File: config.mk
export PLATFORM = sky130hd
export DESIGN_NAME = boot_loader_flat
export DESIGN_NICKNAME = d
export VERILOG_FILES = /design/src/rtl/boot_loader_if.sv /design/src/rtl/boot_loader.sv /design/src/flat_wrapper.sv
export SDC_FILE = /design/constraint.sdc
export NUM_CORES = 1
export LEC_CHECK = 0
export CAP_MARGIN = 10
export CELL_PAD_IN_SITES_DETAIL_PLACEMENT = 0
export CELL_PAD_IN_SITES_GLOBAL_PLACEMENT = 1
export CORE_MARGIN = 4
export CORE_UTILIZATION = 42
export CTS_CLUSTER_SIZE = 28
export DETAILED_ROUTE_END_ITERATION = 8
export PLACE_DENSITY_LB_ADDON = 0.1
export SLEW_MARGIN = 5
export SYNTH_ARGS = -nofsm -noshare
export SYNTH_HDL_FRONTEND = slang
export SYNTH_SLANG_ARGS = --single-unit
File: constraint.sdc
create_clock -name clk -period 5.44 [get_ports clk]
set_input_delay 1.36 -clock clk [delete_from_list [all_inputs] [get_ports clk]]
set_output_delay 1.36 -clock clk [all_outputs]
set_load 0.05 [all_outputs]
File: src/rtl/boot_loader_if.sv
// rtl/boot_loader_if.sv - loader word stream between the host feeder and the boot loader
interface boot_loader_if;
    logic        s_valid;
    logic [31:0] s_data;
    logic        s_ready;

    modport slave  (input  s_valid, input  s_data, output s_ready);
    modport master (output s_valid, output s_data, input  s_ready);
endinterface

File: src/rtl/boot_loader.sv
// rtl/boot_loader.sv - streams a counted, XOR-checked image into instruction memory, then releases the core
module boot_loader #(
    parameter int DEPTH = 1024,
    parameter int AW    = 10,
    parameter int HOLD  = 4
) (
    input  logic              clk,
    input  logic              rst,
    input  logic              start,
    boot_loader_if.slave      bus,
    output logic              imem_we,
    output logic [AW-1:0]     imem_addr,
    output logic [31:0]       imem_wdata,
    output logic              core_rst,
    output logic              done,
    output logic              err
);

    typedef enum logic [2:0] {IDLE, HDR, LOAD, CSUM, HOLDS, RUN, ERR} state_t;

    state_t        state_q, state_d;
    logic [AW:0]   n;
    logic [AW-1:0] cnt;
    logic [31:0]   csum;
    logic [7:0]    hold_cnt;
    logic          ready;
    logic          accept;
    logic          last;

    // Every output is decoded from the state register, never from the stream inputs.
    assign ready    = (state_q == HDR) || (state_q == LOAD) || (state_q == CSUM);
    assign accept   = bus.s_valid && ready;
    assign last     = ({1'b0, cnt} == (n - 1'b1));
    assign bus.s_ready = ready;
    assign core_rst = (state_q == RUN);
    assign done     = (state_q == RUN);
    assign err      = (state_q == ERR);

    always_ff @(posedge clk) begin
        if (!rst) state_q <= IDLE;
        else      state_q <= state_d;
    end

    always_comb begin
        state_d = state_q;
        case (state_q)
            IDLE:  if (start) state_d = HDR;
            HDR:   if (accept) begin
                       if (bus.s_data == 32'd0 || bus.s_data > 32'(DEPTH)) state_d = ERR;
                       else                                                state_d = LOAD;
                   end
            LOAD:  if (accept && last) state_d = CSUM;
            CSUM:  if (accept) state_d = (bus.s_data == csum) ? HOLDS : ERR;
            HOLDS: if (hold_cnt == 8'd0) state_d = RUN;
            default: state_d = state_q;
        endcase
    end

    always_ff @(posedge clk) begin
        if (!rst) begin
            n          <= '0;
            cnt        <= '0;
            csum       <= '0;
            hold_cnt   <= '0;
            imem_we    <= 1'b0;
            imem_addr  <= '0;
            imem_wdata <= '0;
        end else begin
            imem_we <= 1'b0;
            case (state_q)
                HDR: if (accept) begin
                    n    <= bus.s_data[AW:0];
                    cnt  <= '0;
                    csum <= '0;
                end
                LOAD: if (accept) begin
                    imem_we    <= 1'b1;
                    imem_addr  <= cnt;
                    imem_wdata <= bus.s_data;
                    csum       <= csum ^ bus.s_data;
                    // Counter parks at N-1 so the address never wraps.
                    if (!last) cnt <= cnt + 1'b1;
                end
                CSUM: if (accept) hold_cnt <= 8'(HOLD - 1);
                HOLDS: if (hold_cnt != 8'd0) hold_cnt <= hold_cnt - 1'b1;
                default: ;
            endcase
        end
    end

endmodule

File: src/flat_wrapper.sv
// flat-port wrapper written by rule: the top's interface ports become plain ports
module boot_loader_flat 
#(
    parameter int DEPTH = 1024,
    parameter int AW    = 10,
    parameter int HOLD  = 4
)
  (clk, rst, start, imem_we, imem_addr, imem_wdata, core_rst, done, err, bus_s_valid, bus_s_data, bus_s_ready);
  boot_loader_if bus_i ();
  input  logic clk;
  input  logic rst;
  input  logic start;
  output logic imem_we;
  output logic [AW-1:0] imem_addr;
  output logic [31:0] imem_wdata;
  output logic core_rst;
  output logic done;
  output logic err;
  input wire logic [$bits(bus_i.s_valid)-1:0] bus_s_valid;
  input wire logic [$bits(bus_i.s_data)-1:0] bus_s_data;
  output wire logic [$bits(bus_i.s_ready)-1:0] bus_s_ready;
  assign bus_i.s_valid = bus_s_valid;
  assign bus_i.s_data = bus_s_data;
  assign bus_s_ready = bus_i.s_ready;
  boot_loader #(.DEPTH(DEPTH), .AW(AW), .HOLD(HOLD)) u_core (.clk(clk), .rst(rst), .start(start), .bus(bus_i), .imem_we(imem_we), .imem_addr(imem_addr), .imem_wdata(imem_wdata), .core_rst(core_rst), .done(done), .err(err));
endmodule
## Word-level counts from Yosys, hierarchy flattened

Cells that the tools add are included.
Widths: inputs -> output; s select.

- Word-level logic and storage cells: 67
- Input port bits: 36
- Output and inout bits: 47
- Bits in registers: 107

- Bitwise gates (word level): 1
- Reduce and logical (&&, ||, !) cells: 19
- Multiplexer cells: 19
- Add/subtract/negate cells: 3
- Eq/ne operators: 16
- Order comparisons: 1

Operator list:

| operator | number |
|---|---|
| $mux 32 | 2 |
| $pmux 32 s2 | 1 |
| $eq 32x32->1 | 1 |
| $gt 32x11->1 const B | 1 |
| $logic_not 32->1 | 1 |
| $xor 32x32->32 | 1 |
| $mux 10 | 3 |
| $pmux 10 s2 | 1 |
| $mux 3 | 6 |
| $mux 8 | 2 |
| $pmux 8 s2 | 1 |
| $pmux 3 s5 | 1 |
| $eq 10x11->1 | 1 |
| $sub 11x1->11 const B | 1 |
| $add 10x1->10 const B | 1 |
| $ne 2x1->1 const B | 5 |
| $eq 3x3->1 const B | 3 |
| $logic_not 8->1 | 1 |
| $reduce_bool 8->1 | 1 |
| $sub 8x1->8 const B | 1 |
| $eq 3x2->1 const B | 2 |
| $ne 2x2->1 const B | 3 |
| $reduce_and 2->1 | 3 |
| $reduce_and 3->1 | 2 |
| 10 further kinds | 14 |

## Depth between registers and ports, before layout

- Word-level depth: 7
- Depth in mapped cells: 10
- Gate-level depth less buffers: 9

## Worst setup path after synthesis

No wires, ideal clock.

- Kind: input to register
- From: input bus_s_data[12]
- To: register u_core.state_q[1]
- Library setup time: 115 ps
- Data required time: 5,325 ps
- Slack: 2,074 ps
- Arrival: 3,252 ps
- Path buffers: 0
- Cell stages on the path: 7
- Path through: nor2b_1 a2111oi_0 o2111ai_1 or4_1 or4_1 o211a_1 o21a_1

- Cells in the longest elaborated chain, start to end: 4

Ends and longest elaborated chain:

| element | RTL line | text |
|---|---|---|
| start: declaration | flat_wrapper.sv:20 | `input wire logic [$bits(bus_i.s_data)-1:0] bus_s_data;` |
| $eq 32x32->1 | boot_loader.sv:53 | `CSUM: if (accept) state_d = (bus.s_data == csum) ? HOLDS : ERR;` |
| $mux 2 | boot_loader.sv:53 |  |
| $mux 3 | boot_loader.sv:53 |  |
| $pmux 3 s5 | boot_loader.sv:46 | `case (state_q)` |
| end signal: assignment | boot_loader.sv:41 | `else state_q <= state_d;` |
| end: declaration | boot_loader.sv:21 | `state_t state_q, state_d;` |

Every way passes these cells. The select of a mux whose other input is x is not followed.
A chain may end at the register's enable or synchronous reset.

## Worst setup path in the final report

- From: input bus_s_data[6]
- To: register u_core.state_q[1]

Same word-level chain as after synthesis.

==> flow_metrics.env <==
export IMPL_outcome="complete, no violations"
export IMPL_vias_per_cell=5.31
export IMPL_max_freq_mhz=259
export IMPL_grt_pass1_vias=4497
export IMPL_peakVddDrop_mv=0.177
export IMPL_wl_per_cell_um=15.5
export IMPL_endpoint_kind="register"
export IMPL_setup_tns_ns=0
export IMPL_cts_root_buffer="clkbuf_16"
export IMPL_start_kind="primary input"
export IMPL_critPathRequiredTime_ns=5.70
export IMPL_diodes=0
export IMPL_htree_levels=3
export IMPL_syn_inst=666
export IMPL_initial_core_util=0.431
export IMPL_cts_buffer_depth=2
export IMPL_crit_type="primary input to register"
export IMPL_routed_wl_mm=14.0
export IMPL_worstHoldStart="u_core.imem_addr[2]$_SDFFE_PN0P_"
export IMPL_routabilityCongestion=0.821
export IMPL_rows=40
export IMPL_dp_cells=886
export IMPL_antenna_found_initial=0
export IMPL_clock_latency_ns=0.35
export IMPL_slowest_stage="clkdlybuf4s50_1"
export IMPL_cts_made_buffers=9
export IMPL_syn_nets=706
export IMPL_grt_use_total=0.200
export IMPL_num_vias=4790
export IMPL_ff2ff_path_depth=7
export IMPL_cts_setup_buffers=0
export IMPL_synth_cell_types=54
export IMPL_clock_sinks=107
export IMPL_worstPathCellList="clkdlybuf4s50_1 > nor2b_1 > a2111oi_0 > o2111ai_1 > or4_1 > or4_1 > o211a_1 > o21a_1"
export IMPL_ys_flop_type="dfxtp_1"
export IMPL_ctsResizeCount=0
export IMPL_r2r_end="u_core.cnt[0]$_SDFFE_PN0P_"
export IMPL_drtPass1Iterations=4
export IMPL_die_area_um2=14200
export IMPL_nets=769
export IMPL_drt_iter0_drc=356
export IMPL_power_density_nw_per_um2=284
export IMPL_reg2reg_slack_ns=2.71
export IMPL_die_w_um=119
export IMPL_r2r_start="u_core.n[0]$_SDFFE_PN0P_"
export IMPL_finClkSkew_ns=0.00659
export IMPL_ys_seq_area_frac=0.412
export IMPL_hold_buffers=0
export IMPL_worst_hold_slack_ns=0.462
export IMPL_syn_area_um2=5200
export IMPL_critPathLaunch="bus_s_data[6]"
export IMPL_synth_seq_cells=107
export IMPL_overflow=0
export IMPL_cap_violations=0
export IMPL_setup_viol=0
export IMPL_synth_edf_count=0
export IMPL_yosysWarnings=0
export IMPL_hold_viol_final=0
export IMPL_crit_fanout=6
export IMPL_hold_path_class="register to register"
export IMPL_drive_gt1_frac=0.0368
export IMPL_port_buffers=82
export IMPL_rsz0062_at_grt="false"
export IMPL_grt_pass1_wl_mm=22.8
export IMPL_cp_arrival_ns=4.11
export IMPL_p_leak_nw=2.19
export IMPL_relSlewSlack=0.268
export IMPL_period_share=0.709
export IMPL_dp_hpwl_mm=10.1
export IMPL_io_pins=83
export IMPL_synth_avg_cell_area_um2=7.81
export IMPL_cp_common_cell="or4_1"
export IMPL_period_minus_slack_ns=3.86
export IMPL_grt_max_degree=52
export IMPL_cts_tree="built"
export IMPL_hold_end="u_core.imem_addr[2]$_SDFFE_PN0P_"
export IMPL_area_growth_pct=23.8
export IMPL_stdcell_count=902
export IMPL_async_reset_ff_frac=0
export IMPL_worst_slew_pin_slew_ns=1.10
export IMPL_detail_route_drc_violations=0
export IMPL_core_area_um2=12100
export IMPL_ant_nets=0
export IMPL_cpPeakStageDelay_ns=0.55
export IMPL_clk_pin_slew_ns=0.07
export IMPL_drv_slew=0
export IMPL_power_total_mw=1.83
export IMPL_hold_depth=2
export IMPL_die_y_um=119
==> power breakdown <==
group / internal, mW / leakage, nW / switching (mW)
Sequential: 0.809 / 0.864 / 0.0289
Clock: 0.401 / 0.156 / 0.291
Combinational: 0.111 / 1.17 / 0.183
==> layout by cell type (no fill, tap or decap), types with 15 or more instances in the layout <==
cell | Yosys | routed
xnor2_1 | 16 | 16
inv_1 | 21 | 21
a21boi_0 | 54 | 54
clkdlybuf4s50_1 | 0 | 81
nor2b_1 | 15 | 15
a21oi_1 | 15 | 15
nor2_1 | 44 | 43
dfxtp_1 | 107 | 107
nand2b_1 | 22 | 22
nand2_1 | 143 | 143
o21ai_0 | 65 | 65
==> cell families (layout without fill, tap and decap cells) <==
logic type	Yosys count	count (layout)	synth area share
buffers and inverters	57	125	0.0436
muxes	4	4	0.00770
xor gates and xnor gates	26	26	0.0438
and+or+nand+nor	293	293	0.265
AOI/OAI and AO/OA	175	175	0.219
adders and majority gates	4	4	0.00963
DFF	107	107	0.412
==> how the worst max path moves through the flow <==
stage | endpoint | cells after the start
after detailed placement | u_core.state_q[1]$_SDFFE_PN0P_ | 8
final | u_core.state_q[1]$_SDFFE_PN0P_ | 8
after global routing | u_core.state_q[1]$_SDFFE_PN0P_ | 8
after floorplan | u_core.state_q[1]$_SDFFE_PN0P_ | 7
after global placement | u_core.state_q[1]$_SDFFE_PN0P_ | 8
after CTS | u_core.state_q[1]$_SDFFE_PN0P_ | 8
==> critical path: cells and delay by family <==
family	cells	cell delay (ns)
simple gates	3	1.31
compound gates	4	0.89
buf+inv	1	0.55
==> routing by layer <==
metal	wire length [um]	global-route usage	share of wire
met5	0	0	0
met3	605	0.0494	0.043
met1	6390	0.254	0.46
met4	181	0.0565	0.013
met2	6830	0.336	0.49
==> metrics by stage <==
step	area (um2)	setup slack (ns)	util
after global routing	6440	1.42	0.534
after global placement	6130	1.32	0.508
after detailed placement	6130	1.22	0.508
final	6440	1.58	0.534
after floorplan	5200	2.07	-
after CTS	6440	1.61	0.534
==> layout make-up <==
type | instances | area [um2]
clock inverter | 6 | 80.1
timing repair buffer | 87 | 853
tap | 168 | 210
sequential | 107 | 2140
fill | 1166 | 5630
clock buffer | 10 | 229
inverter | 22 | 82.6
multi-input combinational | 502 | 2840
==> synth_stat cells, types with 6 or more instances <==
master    count  area, um2
nand2b_1     22        138
nor2b_1      15       93.8
a21oi_1      15       75.1
a21boi_0     54        405
nor3_1        9       45.0
nand4_1      10       62.6
o21ai_0      65        325
dfxtp_1     107       2140
nor4_1       10       62.6
clkbuf_1     31        116
xnor2_1      16        140
nor2_1       44        165
or3_1         7       43.8
nand3_1       6       30.0
and3_1        7       43.8
or4_1        10       75.1
nand2_1     143        537
xor2_1       10       87.6
inv_1        21       78.8
==> state kept, by name, summed over array words and instances, names as in the netlist <==
name and flops:
u_core.cnt 10, u_core.csum 32, u_core.hold_cnt 8, u_core.imem_addr 10
u_core.imem_wdata 32, u_core.imem_we 1, u_core.n 11, u_core.state_q 3
No activity file was read; power rests on OpenSTA's default activity.
